`src/rtl/trans_rd_addr_gen.sv`:
```
// Read-side sequencer for the inter-layer transfer buffer: after a start command it walks
// the buffer, presenting paired port-1/port-2 read addresses under a valid/ready handshake.
module trans_rd_addr_gen #(
    parameter int ADDR_W = 10,
    parameter int LEN_W  = 11
) (
    input  logic              clk,
    input  logic              rst,
    input  logic              start,
    input  logic [ADDR_W-1:0] base_addr,
    input  logic [ADDR_W-1:0] offset,
    input  logic [LEN_W-1:0]  length,
    input  logic              rd_ready,
    output logic [ADDR_W-1:0] REG_RD_ADDR1,
    output logic [ADDR_W-1:0] REG_RD_ADDR2,
    output logic              REG_READ,
    output logic              REG_LAST,
    output logic              busy,
    output logic              done
);

    localparam logic [LEN_W-1:0] MAX_LEN = LEN_W'(2 ** ADDR_W);

    typedef enum logic [1:0] {
        IDLE = 2'd0,
        RUN  = 2'd1,
        FIN  = 2'd2
    } state_t;

    state_t            state_q, state_d;
    logic [ADDR_W-1:0] base_q, base_d;
    logic [ADDR_W-1:0] offset_q, offset_d;
    logic [LEN_W-1:0]  len_q, len_d;
    logic [LEN_W-1:0]  cnt_q, cnt_d;
    logic [ADDR_W-1:0] addr1_q, addr1_d;
    logic [ADDR_W-1:0] addr2_q, addr2_d;
    logic              read_q, read_d;
    logic              last_q, last_d;
    logic              busy_q, busy_d;
    logic              done_q, done_d;

    logic              accept;
    logic [LEN_W-1:0]  cnt_inc;
    logic [LEN_W-1:0]  len_in;

    // A buffer of 2^ADDR_W entries can never hold more beats than that.
    function automatic logic [LEN_W-1:0] clamp_len(input logic [LEN_W-1:0] l);
        return (l > MAX_LEN) ? MAX_LEN : l;
    endfunction

    assign accept  = read_q & rd_ready;
    assign cnt_inc = cnt_q + LEN_W'(1);
    assign len_in  = clamp_len(length);

    always_comb begin
        state_d  = state_q;
        base_d   = base_q;
        offset_d = offset_q;
        len_d    = len_q;
        cnt_d    = cnt_q;
        addr1_d  = addr1_q;
        addr2_d  = addr2_q;
        read_d   = read_q;
        last_d   = last_q;

        case (state_q)
            IDLE: begin
                if (start) begin
                    base_d   = base_addr;
                    offset_d = offset;
                    len_d    = len_in;
                    cnt_d    = '0;
                    if (len_in == '0) begin
                        state_d = FIN;
                    end else begin
                        // First beat is loaded on the accepting edge itself.
                        state_d = RUN;
                        addr1_d = base_addr;
                        addr2_d = base_addr + offset;
                        read_d  = 1'b1;
                        last_d  = (len_in == LEN_W'(1));
                    end
                end
            end
            RUN: begin
                if (accept) begin
                    if (last_q) begin
                        read_d  = 1'b0;
                        last_d  = 1'b0;
                        state_d = FIN;
                    end else begin
                        cnt_d   = cnt_inc;
                        addr1_d = base_q + cnt_inc[ADDR_W-1:0];
                        addr2_d = base_q + offset_q + cnt_inc[ADDR_W-1:0];
                        last_d  = (cnt_inc == len_q - LEN_W'(1));
                    end
                end
            end
            FIN: begin
                state_d = IDLE;
            end
            default: begin
                state_d = IDLE;
            end
        endcase

        busy_d = (state_d == RUN);
        done_d = (state_d == FIN);
    end

    always_ff @(posedge clk or negedge rst) begin
        if (!rst) begin
            state_q  <= IDLE;
            base_q   <= '0;
            offset_q <= '0;
            len_q    <= '0;
            cnt_q    <= '0;
            addr1_q  <= '0;
            addr2_q  <= '0;
            read_q   <= 1'b0;
            last_q   <= 1'b0;
            busy_q   <= 1'b0;
            done_q   <= 1'b0;
        end else begin
            state_q  <= state_d;
            base_q   <= base_d;
            offset_q <= offset_d;
            len_q    <= len_d;
            cnt_q    <= cnt_d;
            addr1_q  <= addr1_d;
            addr2_q  <= addr2_d;
            read_q   <= read_d;
            last_q   <= last_d;
            busy_q   <= busy_d;
            done_q   <= done_d;
        end
    end

    assign REG_RD_ADDR1 = addr1_q;
    assign REG_RD_ADDR2 = addr2_q;
    assign REG_READ     = read_q;
    assign REG_LAST     = last_q;
    assign busy         = busy_q;
    assign done         = done_q;

endmodule

```
`config.mk`:
```
export PLATFORM = sky130hd
export DESIGN_NAME = trans_rd_addr_gen
export DESIGN_NICKNAME = d
export VERILOG_FILES = /design/src/rtl/trans_rd_addr_gen.sv
export SDC_FILE = /design/constraint.sdc
export NUM_CORES = 1
export LEC_CHECK = 0
export BUFFER_PORTS_ARGS = -buffer_cell sky130_fd_sc_hd__buf_2
export CORE_AREA = 2 2 87 109
export DETAILED_ROUTE_END_ITERATION = 7
export DIE_AREA = 0 0 89 111
export PLACE_DENSITY_LB_ADDON = 0.1
export SLEW_MARGIN = 20
export SYNTH_ARGS = -nofsm -noshare
export SYNTH_HDL_FRONTEND = slang
export SYNTH_SLANG_ARGS = --single-unit
```
`constraint.sdc`:
```
create_clock -name clk -period 3.09 [get_ports clk]
set_input_delay 0.309 -clock clk [delete_from_list [all_inputs] [get_ports clk]]
set_output_delay 0.309 -clock clk [all_outputs]
set_load 0.1 [all_outputs]
```
-- Word-level counts from Yosys, hierarchy flattened
Index checks and enable logic that the tools add are counted.
- register bits after elaboration: 68
- latch bits: 0
- bits in writable memories: 0
- bits in read-only memories: 0
- bits of input ports: 35
- output and inout bits: 24
- word-level logic and storage cells: 67
- memories: 0
- $add $sub $neg: 6
- multipliers: 0
- div/mod/pow operators: 0
- $lt $le $gt $ge: 1
- eq/ne operators: 10
- shift-type cells: 0
- mux-type cells: 30
- bitwise gates (word level): 1
- reductions and logical operators: 8
- operators with widths (kind ; number):
    $mux 10 ; 8
    $mux 11 ; 4
    $add 10x10->10 ; 4
    $pmux 10 s2 ; 2
    $pmux 11 s2 ; 1
    $add 11x1->11 const B ; 1
    $eq 11x1->1 const B ; 1
    $eq 11x11->1 ; 1
    $gt 11x11->1 const B ; 1
    $logic_not 11->1 ; 1
    $sub 11x1->11 const B ; 1
    $ne 2x2->1 const B ; 5
    $reduce_and 5->1 ; 2
    $mux 1 ; 8
    $mux 2 ; 4
    $reduce_and 4->1 ; 2
    $eq 2x1->1 const B ; 2
    $pmux 1 s2 ; 2
    $pmux 2 s2 ; 1
    $eq 2x2->1 const B ; 1
    $logic_not 2->1 ; 1
    $reduce_and 2->1 ; 1
    $reduce_bool 2->1 ; 1
    $and 1x1->1 ; 1

-- Logic depth before layout (Yosys ltp)
- word-level depth: 7
- mapped depth: 13
- mapped depth without buffers: 13

-- Worst setup path before layout
OpenSTA, ideal clock, no wires.
- path kind: register to register
- start: reg cnt_q[0]
- end: reg addr2_q[9] (netlist: REG_RD_ADDR2[9])
- library setup time: 0.140 ns
- arrival time: 3.002 ns
- required time: 2.950 ns
- slack: -0.052 ns
- stages on the path, launching flop included: 14
- path buffers: 0
- period minus slack after synthesis: 3.142 ns
- path through: dfrtp_1 ha_1 inv_1 fa_1 inv_1 ha_1 fa_1 a21o_1 a21oi_1 o21bai_1 a21oi_1 o2bb2ai_1 xnor2_1 o221ai_1
- longest elaborated chain between the ends: 5
- RTL lines (item ; line ; text):
    start, declared ; 34 ; logic [LEN_W-1:0] cnt_q, cnt_d;
    start signal, assigned ; 129 ; cnt_q <= cnt_d;
    $add 11x1->11 ; 52 ; assign cnt_inc = cnt_q + LEN_W'(1);
    $add 10x10->10 ; 94 ; addr2_d = base_q + offset_q + cnt_inc[ADDR_W-1:0];
    $mux 10 ; 87 ; if (last_q) begin
    $mux 10 ; 86 ; if (accept) begin
    $pmux 10 s2 ; 66 ; case (state_q)
    end signal, assigned ; 131 ; addr2_q <= addr2_d;
    end, declared ; 36 ; logic [ADDR_W-1:0] addr2_q, addr2_d;
Every way passes these cells. The select of a mux whose other input is x is not followed.
A chain may end at the register's enable or synchronous reset.

-- Final worst setup path
- start: reg cnt_q[1]
- end: reg addr2_q[9] (netlist: REG_RD_ADDR2[9])
Same word-level chain as after synthesis.

==> impl_metrics.tcl <==
set metrics [dict create \
    gr-total-overflow 0 \
    totalWireLength_um 10700 \
    io-pin-count 59 \
    ys_ff_latch 68 \
    critical_path_arrival_ns 3.17 \
    start_util_pct 50.9 \
    drv_slew 0 \
    cp-start-kind "flip-flop" \
    p_sw_uw 525 \
    syn_area_mm2 0.00457 \
    nFillCells 844 \
    fmax_mhz 336 \
    grt_pass1_wl_um 17900 \
    grt_max_degree 36 \
    outcome "completed" \
    crit_chain "ha_4 -> inv_2 -> fa_1 -> inv_1 -> ha_2 -> fa_2 -> a21o_1 -> a21oi_2 -> o21bai_1 -> a21oi_2 -> o2bb2ai_2 -> xnor2_1 -> o221ai_1" \
    fin_crit_ns 2.98 \
    slowest_delay_ns 0.47 \
    worst_setup_path_end_kind "flip-flop" \
    worst_pin_slew_ns 0.925 \
    max-vdd-ir-drop_mv 0.280 \
    avgSynthCellArea_um2 9.20 \
    final_cell_mix "dfrtp_1, nand2_1, buf_2" \
    p_seq_share_pct 43.0 \
    finalHoldViolCount 0 \
    io_buffers 58 \
    synth_ff_type "dfrtp_1" \
    whs_ns 0.0677 \
    cts_num_sinks 68 \
    maxCapViolations 0 \
    p_leak_uw 0.00270 \
    grt_usage_pct 23.6 \
    drt-initial-drc-count 144 \
    critical-path-top-delay-family "adder cells" \
    powerDensity_mw_per_mm2 384 \
    switching_share_pct 24.9 \
    clockBufferDepth 2 \
    drc_errors 0 \
    hpwlAfterDp_um 8110 \
    postSynthCellCount 497 \
    timing_worst_setup_path_type "reg2reg" \
    p_int_uw 1580 \
    setup_viol 0 \
    vias 3699 \
    grt_pass1_vias 3657 \
    instances_no_fill 701 \
    period_share_pct 96.3 \
    final_common_cell "dfrtp_1" \
    antenna_left 0 \
    h-tree-depth 3 \
    cts_root_buffer "clkbuf_16" \
    rrSetupSlack_ns 0.11 \
    power_frac_comb_pct 10.6 \
    wl_per_cell_um 15.2 \
    cts_tree "built" \
    diodes 0 \
    seq_area_frac_synth_pct 37.2 \
    critPathBufInv 2 \
    yosysWarnings 0 \
    routed_via_density 5.28 \
    drtPass1Iterations 4 \
    async_flop_share_pct 100 \
    hp-class "in2async" \
    cts_hold_buffers 0 \
    crit_required_ns 3.28 \
    place_congestion 0.844 \
    slew_headroom_pct 38.4 \
    antenna_found_initial 0 \
    fp.dieW_um 89 \
    dp_cells 684 \
    dieHeight_um 111 \
    cp_max_fo 2 \
    slowest_stage "fa_1" \
    rsz0062_at_grt "yes" \
    yosysUniqueCellTypes 46 \
    syn_nets 572 \
    core_mm2 0.00898 \
    clkSlewWorstSetupHoldPaths_ns 0.05 \
    area_growth_pct 19.9 \
    num_rows 39 \
    clkPwrFrac_pct 46.3 \
    insertion_delay_ns 0.33 \
    cts_buffers 9 \
    synth-edff-count 0 \
    drive_gt1_share_pct 23.0 \
    critPathMostFrequentCell "a21oi_2" \
    fin_nets 648 \
    clock_skew_ns 0.00437 \
    die_area_mm2 0.00988 \
]
-- metal layers --
metal	vias to the layer above	part of all wire, %	global-route usage [%]
met5	-	0	0
met4	0	2.0	8.46
met3	14	3.0	4.32
met2	69	52	39.4
met1	1770	43	30.0
li1	1846	-	-
-- flip-flops by register name (all words and copies together), names as in the netlist --
signal	count
REG_READ	1
REG_RD_ADDR1	10
base_q	10
cnt_q	11
state_q	2
REG_LAST	1
len_q	11
done	1
offset_q	10
busy	1
REG_RD_ADDR2	10
-- synth_stat cells (2+ instances only) --
cell       number  area, um2
inv_1          44        165
or2_1           2       12.5
mux2_2         19        214
o21a_1          3       22.5
xor2_1         16        140
nor2b_1         5       31.3
fa_1           12        240
a211oi_1        3       22.5
o31ai_1         4       30.0
a21oi_1        28        140
nor4_1          5       31.3
dfrtp_1        68       1700
a2111oi_0       2       17.5
o211ai_1        4       30.0
nand2_1        59        221
or4_4           2       22.5
ha_1           28        350
a21o_1          5       37.5
nand4_1         3       18.8
and3_1          2       12.5
nor3_2          2       20.0
and2_1          2       12.5
a31oi_1         4       25.0
or2_2           2       12.5
nand2b_1       14       87.6
nor2_1         32        120
nor3_1          6       30.0
o41ai_1         3       26.3
or3_1           2       12.5
xnor2_1        36        315
o21ai_1        19       95.1
nand3_1         7       35.0
clkbuf_1       14       52.6
o21ai_0        25        125
o21bai_1        4       30.0
-- final cells by class --
cell class / count / area, um2 / area share [%]
multi-input combinational: 370 / 2710 / 49.4
sequential: 68 / 1700 / 31.0
timing repair buffer: 80 / 468 / 8.54
clock buffer: 15 / 278 / 5.07
inverter: 44 / 165 / 3.01
tap: 123 / 154 / 2.81
clock inverter: 1 / 5.00 / 0.0913
-- power groups by stage --
| stage | combinational, uW | clock (uW) | sequential, uW |
|---|---|---|---|
| 6_report | 224 | 976 | 907 |
| 5_1_grt | 246 | 1030 | 907 |
| 4_1_cts | 225 | 998 | 907 |
| 3_5_place_dp | 224 | 0 | 922 |
| 3_3_place_gp | 220 | 0 | 922 |
| 2_1_floorplan | 83.1 | 0 | 981 |
-- metrics by stage --
stage               utilization (%)  setup WS (ns)  area (um2)  TNS [ns]  power [uW]
floorplan                         -         0.0127        4580         0        1060
global placement               57.3        -0.0254        5140   -0.0254        1140
detailed placement             57.3        -0.0803        5140   -0.0803        1150
CTS                            60.5         0.0124        5430         0        2130
global route                   61.1        -0.0314        5480   -0.0871        2190
finish                         61.1          0.114        5480         0        2110
-- final timing paths --
| kind | startpoint | to | cells past startpoint |
|---|---|---|---|
| max | cnt_q[1] | REG_RD_ADDR2[9] | 13 |
| min | rst | offset_q[1] | 1 |
| max reg2reg | cnt_q[1] | REG_RD_ADDR2[9] | 13 |
| min reg2reg | REG_RD_ADDR2[3] | REG_RD_ADDR2[3] | 2 |
| max in group asynchronous | rst | len_q[9] | 2 |
| min in group clk | offset[5] | offset_q[5] | 2 |
-- cells by family after synthesis --
logic type	count (synthesis)	share of synthesized area (%)
AND/OR/NAND/NOR	149	15.8
AO/OA/AOI/OAI	108	14.0
flip-flops	68	37.2
buffers and inverters	59	4.84
XOR/XNOR	53	10.3
adder cells (fa/ha/maj)	40	12.9
multiplexers	20	4.90
-- timing repair --
item	CTS	global route
setup endpoints to repair	1	6
pin swaps	0	9
endpoints found under the hold margin	0	0
gates cloned	0	0
gates resized for setup	2	10
setup buffers	0	1
Note: power is estimated with default switching activity, not from simulation.
